[src/rtl/weight_addr_gen.sv]
// Weight-memory address generator for a systolic tile.
// Walks block rows (outer), column groups (middle) and the S2P rows of a
// block (inner), presenting one S2P-word burst start address per beat.
// Addresses are built with adders only: row_base steps by L per row,
// col_off steps by S2P per column group, blk_base steps by S2P*L per block.

`ifndef S2P_SIZE
`define S2P_SIZE 4
`endif
`ifndef ADDR_SIZE
`define ADDR_SIZE 16
`endif
`ifndef KERNEL_SIZE
`define KERNEL_SIZE 4
`endif
`ifndef CHANNELS_SIZE
`define CHANNELS_SIZE 8
`endif
`ifndef KERNEL_NUMS_SIZE
`define KERNEL_NUMS_SIZE 8
`endif

module weight_addr_gen #(
    parameter int S2P    = `S2P_SIZE,
    parameter int ADDR_W = `ADDR_SIZE,
    parameter int KKC_W  = 2*`KERNEL_SIZE+`CHANNELS_SIZE,
    parameter int KN_W   = `KERNEL_NUMS_SIZE
) (
    input  logic              clk,
    input  logic              rstn,
    input  logic              enable,
    input  logic [KKC_W-1:0]  i_w_addr_bcn,
    input  logic [KN_W-1:0]   i_w_addr_brn,
    input  logic [KKC_W-1:0]  i_w_addr_iww,
    input  logic [S2P-1:0]    i_w_addr_knr,
    input  logic [S2P-1:0]    i_w_addr_iwwr,
    input  logic              i_w_ready,
    output logic [ADDR_W-1:0] o_w_addr,
    output logic              o_w_valid,
    output logic              o_w_row_vld,
    output logic [S2P-1:0]    o_w_lane_mask,
    output logic              o_w_done
);

    // state | meaning
    // IDLE  | waiting for a sampled enable=1; parameters latched on exit
    // RUN   | presenting beats, advancing on valid && ready
    // DONE  | sequence finished, done pulsed once; waits for enable=0

    localparam int RW = (S2P > 1) ? $clog2(S2P) : 1;
    localparam logic [KN_W-1:0]   KN_ONE   = 1;
    localparam logic [RW-1:0]     ROW_LAST = RW'(S2P-1);
    localparam logic [ADDR_W-1:0] S2P_A    = ADDR_W'(S2P);

    typedef enum logic [1:0] {IDLE, RUN, DONE} state_t;

    state_t              state;
    logic [KKC_W-1:0]    bcn_q;
    logic [KN_W-1:0]     brn_q;
    logic [KKC_W-1:0]    iww_q;
    logic [S2P-1:0]      knr_q;
    logic [S2P-1:0]      iwwr_q;
    logic [RW-1:0]       row_cnt;
    logic [KKC_W-1:0]    bc_cnt;
    logic [KN_W-1:0]     br_cnt;
    logic [ADDR_W-1:0]   row_base;
    logic [ADDR_W-1:0]   blk_base;
    logic [ADDR_W-1:0]   col_off;

    logic [RW-1:0]       nxt_row;
    logic [KKC_W-1:0]    nxt_bc;
    logic [KN_W-1:0]     nxt_br;
    logic [ADDR_W-1:0]   nxt_row_base;
    logic [ADDR_W-1:0]   nxt_blk_base;
    logic [ADDR_W-1:0]   nxt_col_off;
    logic                last_beat;
    logic                nxt_rv;
    logic [S2P-1:0]      nxt_mask;
    logic                st_rv;
    logic [S2P-1:0]      st_mask;
    logic [ADDR_W-1:0]   len_a;

    // Rows beyond knr in the final block row are padding.
    function automatic logic f_row_vld(input logic [KN_W-1:0] br,
                                       input logic [KN_W-1:0] brn,
                                       input logic [RW-1:0]   i,
                                       input logic [S2P-1:0]  knr);
        return !((br == brn - KN_ONE) && (S2P'(i) > knr));
    endfunction

    // Only the last column group is partial; padding rows get no lanes.
    function automatic logic [S2P-1:0] f_mask(input logic [KKC_W-1:0] bc,
                                              input logic [KKC_W-1:0] bcn,
                                              input logic [S2P-1:0]   iwwr,
                                              input logic             rv);
        logic [S2P-1:0] m;
        for (int j = 0; j < S2P; j++)
            m[j] = (bc != bcn) || (S2P'(j) <= iwwr);
        return rv ? m : '0;
    endfunction

    assign len_a   = ADDR_W'(iww_q);
    assign st_rv   = f_row_vld('0, i_w_addr_brn, '0, i_w_addr_knr);
    assign st_mask = f_mask('0, i_w_addr_bcn, i_w_addr_iwwr, st_rv);
    assign nxt_rv  = f_row_vld(nxt_br, brn_q, nxt_row, knr_q);
    assign nxt_mask = f_mask(nxt_bc, bcn_q, iwwr_q, nxt_rv);

    // Next beat position and address bases after the current beat is accepted.
    always_comb begin
        nxt_row      = row_cnt;
        nxt_bc       = bc_cnt;
        nxt_br       = br_cnt;
        nxt_row_base = row_base;
        nxt_blk_base = blk_base;
        nxt_col_off  = col_off;
        last_beat    = 1'b0;
        if (row_cnt != ROW_LAST) begin
            nxt_row      = row_cnt + 1'b1;
            nxt_row_base = row_base + len_a;
        end else if (bc_cnt != bcn_q) begin
            nxt_row      = '0;
            nxt_bc       = bc_cnt + 1'b1;
            nxt_row_base = blk_base;
            nxt_col_off  = col_off + S2P_A;
        end else if (br_cnt != brn_q - KN_ONE) begin
            // the row after the block's last row is the next block's base
            nxt_row      = '0;
            nxt_bc       = '0;
            nxt_br       = br_cnt + 1'b1;
            nxt_row_base = row_base + len_a;
            nxt_blk_base = row_base + len_a;
            nxt_col_off  = '0;
        end else begin
            last_beat = 1'b1;
        end
    end

    // Sequencer FSM with registered outputs; enable=0 aborts from any state.
    always_ff @(posedge clk or negedge rstn) begin
        if (!rstn) begin
            state         <= IDLE;
            bcn_q         <= '0;
            brn_q         <= '0;
            iww_q         <= '0;
            knr_q         <= '0;
            iwwr_q        <= '0;
            row_cnt       <= '0;
            bc_cnt        <= '0;
            br_cnt        <= '0;
            row_base      <= '0;
            blk_base      <= '0;
            col_off       <= '0;
            o_w_addr      <= '0;
            o_w_valid     <= 1'b0;
            o_w_row_vld   <= 1'b0;
            o_w_lane_mask <= '0;
            o_w_done      <= 1'b0;
        end else if (!enable) begin
            state         <= IDLE;
            row_cnt       <= '0;
            bc_cnt        <= '0;
            br_cnt        <= '0;
            row_base      <= '0;
            blk_base      <= '0;
            col_off       <= '0;
            o_w_addr      <= '0;
            o_w_valid     <= 1'b0;
            o_w_row_vld   <= 1'b0;
            o_w_lane_mask <= '0;
            o_w_done      <= 1'b0;
        end else begin
            case (state)
                IDLE: begin
                    bcn_q    <= i_w_addr_bcn;
                    brn_q    <= i_w_addr_brn;
                    iww_q    <= i_w_addr_iww;
                    knr_q    <= i_w_addr_knr;
                    iwwr_q   <= i_w_addr_iwwr;
                    row_cnt  <= '0;
                    bc_cnt   <= '0;
                    br_cnt   <= '0;
                    row_base <= '0;
                    blk_base <= '0;
                    col_off  <= '0;
                    o_w_addr <= '0;
                    if (i_w_addr_brn == '0) begin
                        state    <= DONE;
                        o_w_done <= 1'b1;
                    end else begin
                        state         <= RUN;
                        o_w_valid     <= 1'b1;
                        o_w_row_vld   <= st_rv;
                        o_w_lane_mask <= st_mask;
                    end
                end
                RUN: begin
                    if (o_w_valid && i_w_ready) begin
                        if (last_beat) begin
                            state         <= DONE;
                            o_w_valid     <= 1'b0;
                            o_w_row_vld   <= 1'b0;
                            o_w_lane_mask <= '0;
                            o_w_done      <= 1'b1;
                        end else begin
                            row_cnt       <= nxt_row;
                            bc_cnt        <= nxt_bc;
                            br_cnt        <= nxt_br;
                            row_base      <= nxt_row_base;
                            blk_base      <= nxt_blk_base;
                            col_off       <= nxt_col_off;
                            o_w_addr      <= nxt_row_base + nxt_col_off;
                            o_w_row_vld   <= nxt_rv;
                            o_w_lane_mask <= nxt_mask;
                        end
                    end
                end
                DONE: begin
                    o_w_valid <= 1'b0;
                    o_w_done  <= 1'b0;
                end
                default: state <= IDLE;
            endcase
        end
    end

endmodule

[config.mk]
export PLATFORM = sky130hd
export DESIGN_NAME = weight_addr_gen
export DESIGN_NICKNAME = d
export VERILOG_FILES = /design/src/rtl/weight_addr_gen.sv
export SDC_FILE = /design/constraint.sdc
export NUM_CORES = 1
export LEC_CHECK = 0
export ABC_AREA = 1
export CORE_MARGIN = 3
export CORE_UTILIZATION = 25
export CTS_BUF_LIST = sky130_fd_sc_hd__clkbuf_8
export CTS_CLUSTER_SIZE = 16
export DETAILED_ROUTE_END_ITERATION = 8
export GPL_ROUTABILITY_DRIVEN = 0
export SLEW_MARGIN = 20
export SYNTH_ARGS = -nofsm -noshare
export SYNTH_HDL_FRONTEND = slang
export SYNTH_SLANG_ARGS = --single-unit
[constraint.sdc]
create_clock -name clk -period 5.5 [get_ports clk]
set_input_delay 0.55 -clock clk [delete_from_list [all_inputs] [get_ports clk]]
set_output_delay 0.55 -clock clk [all_outputs]
set_load 0.01 [all_outputs]
* After elaboration in Yosys (flattened, before gate mapping)
Cells that the tools add are included.
** Storage, ports and cells
- Logic and storage cells :: 153
- Output and inout bits :: 23
- Bits in registers :: 147
** Cells by class
- Add/subtract/negate cells :: 8
- Mux-type cells :: 76
- $lt $le $gt $ge :: 10
- Equal/unequal tests :: 18
- Reductions and logical operators :: 24
** Operator list (number)
- $mux W16 :: 27
- $pmux W16 S2 :: 5
- $mux W8 :: 6
- $add A16 B16 Y16 :: 2
- $ne A16 B16 Y1 :: 2
- $mux W4 :: 6
- $ne A3 B3 Y1 const B :: 8
- $mux W2 :: 10
- $add A16 B1 Y16 const B :: 1
- $add A16 B3 Y16 const B :: 1
- $le A1 B4 Y1 const A :: 4
- $le A2 B4 Y1 const A :: 4
- $logic_not A8 Y1 :: 2
- $pmux W8 S2 :: 1
- $reduce_bool A16 Y1 :: 1
- $sub A8 B1 Y8 const B :: 2
- $mux W1 :: 15
- $reduce_and A3 Y1 :: 3
- $add A8 B1 Y8 const B :: 1
- $eq A8 B8 Y1 :: 1
- $logic_or A1 B1 Y1 :: 8
- $ne A8 B8 Y1 :: 1
- $pmux W4 S2 :: 1
- $reduce_and A4 Y1 :: 2
- other kinds (17) :: 22

* Longest topological paths before layout
Gate-level depths: netlist of the first run.
- Depth in word-level cells :: 12
- Mapped depth :: 29

* Worst setup path after synthesis of the first run
Ideal clock, no wire load.
- Path kind :: register -> register
- From :: reg brn_q[0]
- To :: reg o_w_addr[10]
- Arrival time :: 3705 ps
- Required time :: 5378 ps
- Slack :: 1673 ps
- Path buffers :: 0
- Stages on the path, launching flop included :: 23
- Cells stage by stage :: dfrtp_1 -> inv_1 -> ha_1 -> nand2_1 -> nor2_1 -> nand2_1 -> nand2_1 -> nand3_1 -> nor2_1 -> nand3_1 -> nand2_1 -> o22ai_1 -> o22ai_1 -> ha_1 -> inv_1 -> fa_1 -> o21ai_0 -> a21oi_1 -> or2_2 -> nand2_1 -> a21oi_1 -> or2_2 -> a32o_1
** On the way
- Cells in the longest elaborated chain, start to end :: 10
- Elaborated cells on any way between the ends :: 18
- Classes of those cells :: 2 x add/sub; 2 x eq/ne; 13 x mux; 1 x reduce/logical
** RTL lines
- start: declaration :: line 59 : logic [KN_W-1:0] brn_q;
- start signal: assignment :: line 175 : brn_q <= i_w_addr_brn;
- $sub A8 B1 Y8 (*) :: line 125 : end else if (br_cnt != brn_q - KN_ONE) begin
- $ne A8 B8 Y1 (*) :: line 125
- $mux W16 :: line 125
- $mux W16 :: line 120 : end else if (bc_cnt != bcn_q) begin
- $mux W16 :: line 117 : if (row_cnt != ROW_LAST) begin
- $add A16 B16 Y16 :: line 211 : o_w_addr <= nxt_row_base + nxt_col_off;
- $mux W16 :: line 198 : if (last_beat) begin
- $mux W16 :: line 197 : if (o_w_valid && i_w_ready) begin
- $pmux W16 S2 :: line 172 : case (state)
- $mux W16 :: line 158 : end else if (!enable) begin
- end signal: assignment :: line 211
- end: declaration :: line 38 : output logic [ADDR_W-1:0] o_w_addr,
Mark *: on every way between the ends. The rest lies on a longest branch, timed or not. The select of a mux whose other input is x is not followed.
A chain may end at the register's enable or synchronous reset.

* Final worst setup path of the first run
Same ends and word-level chain as after synthesis.

==> metrics.md, run 1 <==
| Metric | Value |
|---|---|
| Placed Instances | 1866 |
| Worst EP arrival | 4.96 ns |
| Min-Delay Path Class | in -> async |
| R2R Setup Slk | 0.90 ns |
| Sink Count | 146 |
| Die span in y | 201.1 um |
| Initial antenna violation count | 0 |
| CP Class | reg -> reg |
| Syn Area/Cell | 7.207 um2 |
| Cell type with the largest total area after synthesis | dfrtp_1 |
| Via Count | 8853 |
| Hold Fails Final Rpt | 0 |
| Slew headroom | 34.71% |
| RSZ-0062 raised after global routing | no |
| Synth Warn # | 0 |
| # setup viols final | 0 |
| Vias/cell | 4.664 |
| Worst skew pair latency | 0.47 ns |
| Max-Cap Viols | 0 |
| Antenna cell count | 0 |
| FILL cells | 4031 |
| EDFF count, synth | 0 |
| Total GRT Usage | 13.26% |
| Core area | 37050 um2 |
| First-pass GRT wire length | 44070 um |
| Setup bufs post-CTS | 0 |
| Worst Path Max Fanout | 6 |
| Post-route design area | 11130 um2 |
| Pleak | 5.368 nW |
| Cell count after synthesis | 1321 |
| Htree depth | 4 |
| Die area | 40460 um2 |
| Grt ovf | 0 |
| Remaining DRCs | 0 |
| WL/cell | 14.12 um |
| Max VDD drop | 0.1992 mV |
| Area grow syn2layout | 16.86% |
| Ranking of synthesized cells by area | dfrtp_1, nand2_1, inv_1 |
| Core Rows | 70 |
| Die W | 201.1 um |
| Asr flop ratio synth | 100.0% |
| Router iterations before antenna repair | 5 |
| Area share of the largest cell type after synthesis | 38.38% |
| Non-filler cells, final | 1898 |
| Final ANT Viol Nets | 0 |
| CTS Buffer Depth | 2 |
| Achievable clock frequency | 217.4 MHz |
| Setup tns final | 0 ns |
| Sequential element share of the synthesized area | 38.38% |
| Fin Hold WS | 0.1218 ns |
| Port bufs | 74 |
| DRT Wirelength | 26790 um |
| Worst slew pin tran | 0.9783 ns |
| Post-Syn Area | 9520 um2 |
| Iter 0 DRT Violations | 629 |
| Share of post-route cells with drive strength above 1 | 5.524% |
| Post-synth top cells | nand2_1, inv_1, dfrtp_1 |
| Post-Syn Nets | 1415 |
| Most frequent cell after synthesis | nand2_1 |
| Ports | 75 |
| Nets@finish | 1475 |
| Clock root cell | clkbuf_8 |
| Max-slew violations | 0 |
| Clock transition at path regs | 0.09 ns |
| CTS tree | done |
| Placed instance area | 10730 um2 |
| Fin crit share | 83.63% |
| Initial Util | 25.70% |
| Netlist cell types | 51 |
| Startpoint types | register |
| CP required | 5.86 ns |
| Ys flop type | dfrtp_1 |
| Post-CTS Hold Buffers | 0 |
| Largest net degree at the start of global routing | 93 |
| Hpwl dp | 19570 um |
| Worst Skew | 0.02312 ns |
| Minimum clock period | 4.600 ns |
| Power Density | 425.1 nW/um2 |
| Cts bufs inserted | 17 |
| Synthesized flop and latch total | 146 |
| Post-CTS sizing | 0 |
| Status | complete, no violations |
| Number of global-route vias before repair | 8571 |
| Crit end category | register |
registers in the layout (all words and copies together) (netlist names):
name / cells
iww_q: 16
row_base: 16
knr_q: 4
o_w_lane_mask: 3
o_w_done: 1
col_off: 16
row_cnt: 2
o_w_valid: 1
iwwr_q: 4
bc_cnt: 16
br_cnt: 8
o_w_row_vld: 1
blk_base: 16
brn_q: 8
bcn_q: 16
o_w_addr: 16
state: 2
worst max-delay path, cell delays in order, from the launching register on:
cell	delay, ns
dfrtp_1	0.37
inv_1	0.10
ha_1	0.37
inv_1	0.07
nand2_1	0.06
nand2_1	0.06
nor2_1	0.14
nand3_1	0.09
nor2_1	0.10
nand3_1	0.18
nand2_1	0.31
o22ai_1	0.12
o22ai_1	0.22
ha_1	0.26
inv_1	0.07
fa_1	0.41
o21ai_0	0.49
a21oi_1	0.15
or2_2	0.31
nand2_1	0.06
a21oi_1	0.06
or2_2	0.27
a32o_1	0.22
final timing paths:
kind | from | end | cells after the start
min in group clk | col_off[0]$_DFFE_PN0P_ | col_off[0]$_DFFE_PN0P_ | 2
worst min register to register | col_off[0]$_DFFE_PN0P_ | col_off[0]$_DFFE_PN0P_ | 2
worst min-delay path | rstn | bcn_q[12]$_DFFE_PN0P_ | 1
worst max register to register | brn_q[0]$_DFFE_PN0P_ | o_w_addr[10]$_DFFE_PN0P_ | 22
max in group asynchronous | rstn | row_base[7]$_DFFE_PN0P_ | 2
worst max-delay path | brn_q[0]$_DFFE_PN0P_ | o_w_addr[10]$_DFFE_PN0P_ | 22
final cells by class:
class / count / area, um2 / share of cell area, %
clock buffers: 18 / 247.7 / 2.227
inverters: 175 / 656.9 / 5.904
repair buffers: 81 / 794.5 / 7.141
well taps: 504 / 630.6 / 5.668
clock inverters: 14 / 143.9 / 1.293
multi-input cells: 960 / 4999 / 44.93
flip-flops and latches: 146 / 3654 / 32.84
report_power, final:
group | total [W] | internal, W | switching (W)
clock network | 0.000865 | 0.000385 | 0.000481
registers | 0.00158 | 0.00134 | 0.000240
logic | 0.00228 | 0.000833 | 0.00145
total | 0.00473 | 0.00256 | 0.00217
metrics by stage:
step           utilization, %  setup slack (ns)  total power, W
6_report                30.03            0.9002        0.004729
3_5_place_dp            28.97            0.9718        0.003886
3_3_place_gp            28.97             1.037        0.003850
5_1_grt                 30.03            0.3997        0.005170
4_1_cts                 30.03            0.9445        0.004775
2_1_floorplan               -             1.673        0.003188
routing by layer:
metal / part of all wire (%) / track usage (%)
met5: 0 / 0
met4: 1.7 / 3.890
met2: 46 / 21.64
met3: 4.0 / 2.152
met1: 48 / 18.13
cells by family (layout without fill, tap and decap cells):
logic type / after synthesis / after routing / share of synthesized area [%]
and+or+nand+nor: 644 / 644 / 28.73
xor gates and xnor gates: 35 / 35 / 3.220
DFF: 146 / 146 / 38.38
buffers and inverters: 215 / 288 / 9.147
adders and majority gates: 42 / 42 / 5.678
AOI/OAI and AO/OA: 239 / 239 / 14.85
layout by cell type (no fill, tap or decap), types with 6 or more instances in the layout:
master           instances
clkdlybuf4s50_1         73
clkbuf_8                18
nand4_1                 21
ha_1                    40
inv_1                  166
a22o_1                  10
o22ai_1                 33
nand2_1                422
nor2_2                   6
a21oi_1                 53
nand3_1                 71
o221ai_1                 7
o21ai_1                  9
nor3_1                  18
dfrtp_1                146
nor2_1                  70
a21boi_0                 8
buf_4                    7
xnor2_1                 12
nand2_2                 10
o21ai_0                 90
xor2_1                  23
nand3b_1                 9
inv_2                    9
Power figures use the tool's default switching activity.
==> run 2, diff against run 1 <==
Clock period 5.5 ns to 4.7 ns, I/O delays scaled along.
==> run 2 against run 1 <==
Final area rose by 0.73%. Register-to-register slack got worse by 0.38 ns. Combinational power rose by 17%. Largest cell class unchanged. Clock-buffer cell count is the same. Sequential power rose by 18%.
==> metrics.md, run 2 (synthesized netlist as in run 1, its figures left out) <==
| Metric | Value |
|---|---|
| Hold Fails Final Rpt | 0 (unchanged) |
| DRT Wirelength | 26770 um (about the same) |
| Post-Place Worst Slack | 0.4824 ns (-0.4893 ns) |
| Sink Count | 146 (unchanged) |
| Commonest non-fill, non-tap cells in the layout | nand2_1, inv_1, dfrtp_1 |
| Ports | 75 (unchanged) |
| Non-filler cells, final | 1901 (+0.16%) |
| Worst slew pin tran | 1.008 ns (+0.02970 ns) |
| Clock transition at path regs | 0.09 ns (about the same) |
| R2r endpoint | o_w_addr[10]$_DFFE_PN0P_ |
| Cts bufs inserted | 17 (unchanged) |
| M1 WL | 12590 um (-2.7%) |
| Die area | 40460 um2 (unchanged) |
| Antenna cell count | 0 (unchanged) |
| Largest net degree at the start of global routing | 67 (-28%) |
| Routed wl met3 | 1150 um (+8.0%) |
| Crit end category | register |
| Power Density | 504.8 nW/um2 (+19%) |
| Initial Util | 25.70% (unchanged) |
| Area of the multi-input gates | 5001 um2 (about the same) |
| Total GRT Usage | 13.29% (+0.038 points) |
| Vias/cell | 4.630 (-0.73%) |
| Worst EP arrival | 4.54 ns (-0.42 ns) |
| PnR Total Power | 0.005657 W (+20%) |
| Setup bufs post-CTS | 0 (unchanged) |
| Worst Hold Depth | 2 |
| Final core utilization | 30.25% (+0.22 points) |
| FILL cells | 4009 (-0.55%) |
| Max-Cap Viols | 0 (unchanged) |
| Share of post-route cells with drive strength above 1 | 5.727% (+0.20 points) |
| R2R Setup Slk | 0.52 ns (-0.38 ns) |
| Minimum clock period | 4.176 ns (-0.4240 ns) |
| Iter 0 DRT Violations | 581 (-7.6%) |
| First-pass GRT wire length | 44200 um (+0.30%) |
| Worst Path Max Fanout | 6 (unchanged) |
| Hold Crit Start | knr_q[2]$_DFFE_PN0P_ |
| Core area | 37050 um2 (unchanged) |
| Htree depth | 4 (unchanged) |
| Worst Slack Setup Final | 0.5243 ns (-0.3760 ns) |
| Router iterations before antenna repair | 5 (unchanged) |
| Hold EP | knr_q[2]$_DFFE_PN0P_ |
| # setup viols final | 0 (unchanged) |
| Final ANT Viol Nets | 0 (unchanged) |
| Port bufs | 74 (unchanged) |
| Min-Delay Path Class | reg -> reg |
| CP Class | reg -> reg |
| CP required | 5.06 ns (-0.80 ns) |
| Area grow syn2layout | 17.72% |
| Clock root cell | clkbuf_8 |
| RSZ-0062 raised after global routing | no |
| R2R cell count | 22 (unchanged) |
| Initial antenna violation count | 0 (unchanged) |
| Achievable clock frequency | 239.5 MHz (+10%) |
| Max-slew violations | 0 (unchanged) |
| Routed wl met2 | 12300 um (-0.32%) |
| WL/cell | 14.08 um (-0.24%) |
| Placed Instances | 1870 (+0.21%) |
| Nets@finish | 1480 (+0.34%) |
| Slew headroom | 32.73% (-2.0 points) |
| Die span in y | 201.1 um (unchanged) |
| Commonest non-fill, non-tap cell in the layout | nand2_1 |
| Startpoint types | register |
| CTS tree | done |
| Number of global-route vias before repair | 8676 (+1.2%) |
| Setup tns final | 0 ns (unchanged) |
| Hpwl dp | 19910 um (+1.7%) |
| R2r startpoint | brn_q[0]$_DFFE_PN0P_ |
| Top sig layer | met4 |
| Core Rows | 70 (unchanged) |
| CTS Buffer Depth | 2 (unchanged) |
| Worst Skew | 0.02411 ns (+0.0009881 ns) |
| Remaining DRCs | 0 (unchanged) |
| Worst skew pair latency | 0.47 ns (about the same) |
| Via Count | 8802 (-0.58%) |
| Seq. cell area | 3654 um2 (unchanged) |
| Grt ovf | 0 (unchanged) |
| Die W | 201.1 um (unchanged) |
| Max VDD drop | 0.2433 mV (+22%) |
| Pleak | 5.406 nW (+0.70%) |
| Fin crit share | 88.85% (+5.2 points) |
| Status | complete, no violations |
## run 2: cell types whose count changed in the layout (fill, tap and decap cells not counted)
cell | before | now
clkinv_4 | 4 | 2
inv_8 | 2 | 1
inv_6 | 5 | 1
nand2_1 | 422 | 421
bufinv_16 | 1 | 4
dlygate4sd3_1 | 0 | 1
clkinvlp_4 | 1 | 2
clkinv_2 | 1 | 2
nand2_2 | 10 | 11
buf_4 | 7 | 11
## run 2: final cells by class
cell class | instances | area share [%]
Timing Repair Buffer | 86 | 7.447
Clock inverter | 12 | 1.630
Tap cell | 504 | 5.627
Sequential cell | 146 | 32.60
Clock buffer | 18 | 2.211
Inverter | 175 | 5.861
Multi-Input combinational cell | 960 | 44.62
## run 2: metal layers
metal | track usage, % | vias to the layer above
li1 | - | 4452
met4 | 4.843 | 0
met3 | 2.184 | 45
met5 | 0 | -
met2 | 21.86 | 220
met1 | 17.66 | 4085
## run 2: worst max-delay path by stage
stage / slack [ns] / to / start / depth (start not counted)
after floorplan: 0.87 / o_w_addr[10]$_DFFE_PN0P_ / brn_q[0]$_DFFE_PN0P_ / 22
after global placement: 0.59 / o_w_addr[10]$_DFFE_PN0P_ / brn_q[0]$_DFFE_PN0P_ / 22
after detailed placement: 0.48 / o_w_addr[15]$_DFFE_PN0P_ / brn_q[0]$_DFFE_PN0P_ / 27
after CTS: 0.45 / o_w_addr[15]$_DFFE_PN0P_ / brn_q[0]$_DFFE_PN0P_ / 27
after global routing: 0.08 / o_w_addr[10]$_DFFE_PN0P_ / brn_q[0]$_DFFE_PN0P_ / 22
final: 0.52 / o_w_addr[10]$_DFFE_PN0P_ / brn_q[0]$_DFFE_PN0P_ / 22
## run 2: stage by stage
stage                     area [um2]  hold slack (ns)
final                          11210           0.4838
after detailed placement       10760           0.4663
after global routing           11210           0.4956
after global placement         10760           0.4662
after floorplan                 9520           0.1744
after CTS                      11200           0.4887
## run 2: power by group
part / switching [W] / internal, W
clock network: 0.000525 / 0.000591
logic: 0.00169 / 0.000981
registers: 0.000303 / 0.00157
total: 0.00252 / 0.00314
## run 2: worst max-delay path: stages (launching register included)
cell     delay [ns]
dfrtp_1        0.40
inv_1          0.15
ha_1           0.23
nand2_1        0.07
nor2_1         0.17
nand2_1        0.08
nand2_1        0.11
nand3_1        0.09
nor2_1         0.09
nand3_1        0.19
nand2_2        0.21
o22ai_1        0.10
o22ai_1        0.18
ha_1           0.20
inv_1          0.05
fa_1           0.40
o21ai_0        0.30
a21oi_1        0.13
or2_2          0.31
nand2_1        0.06
a21oi_1        0.07
or2_2          0.27
a32o_1         0.21
## run 2: repair_timing
item | 4_1_cts | 5_1_grt
endpoints found under the setup margin | 0 | 3
hold buffers | 1 | 0
gates resized for setup | 0 | 1
hold endpoints to repair | 37 | 0
==> run 3, diff against run 2 <==
Settings changed: ABC_CLOCK_PERIOD_IN_PS set to 4700.
==> results of run 3 <==
Same layout as run 2: the final DEF is identical, and so are final timing and power.
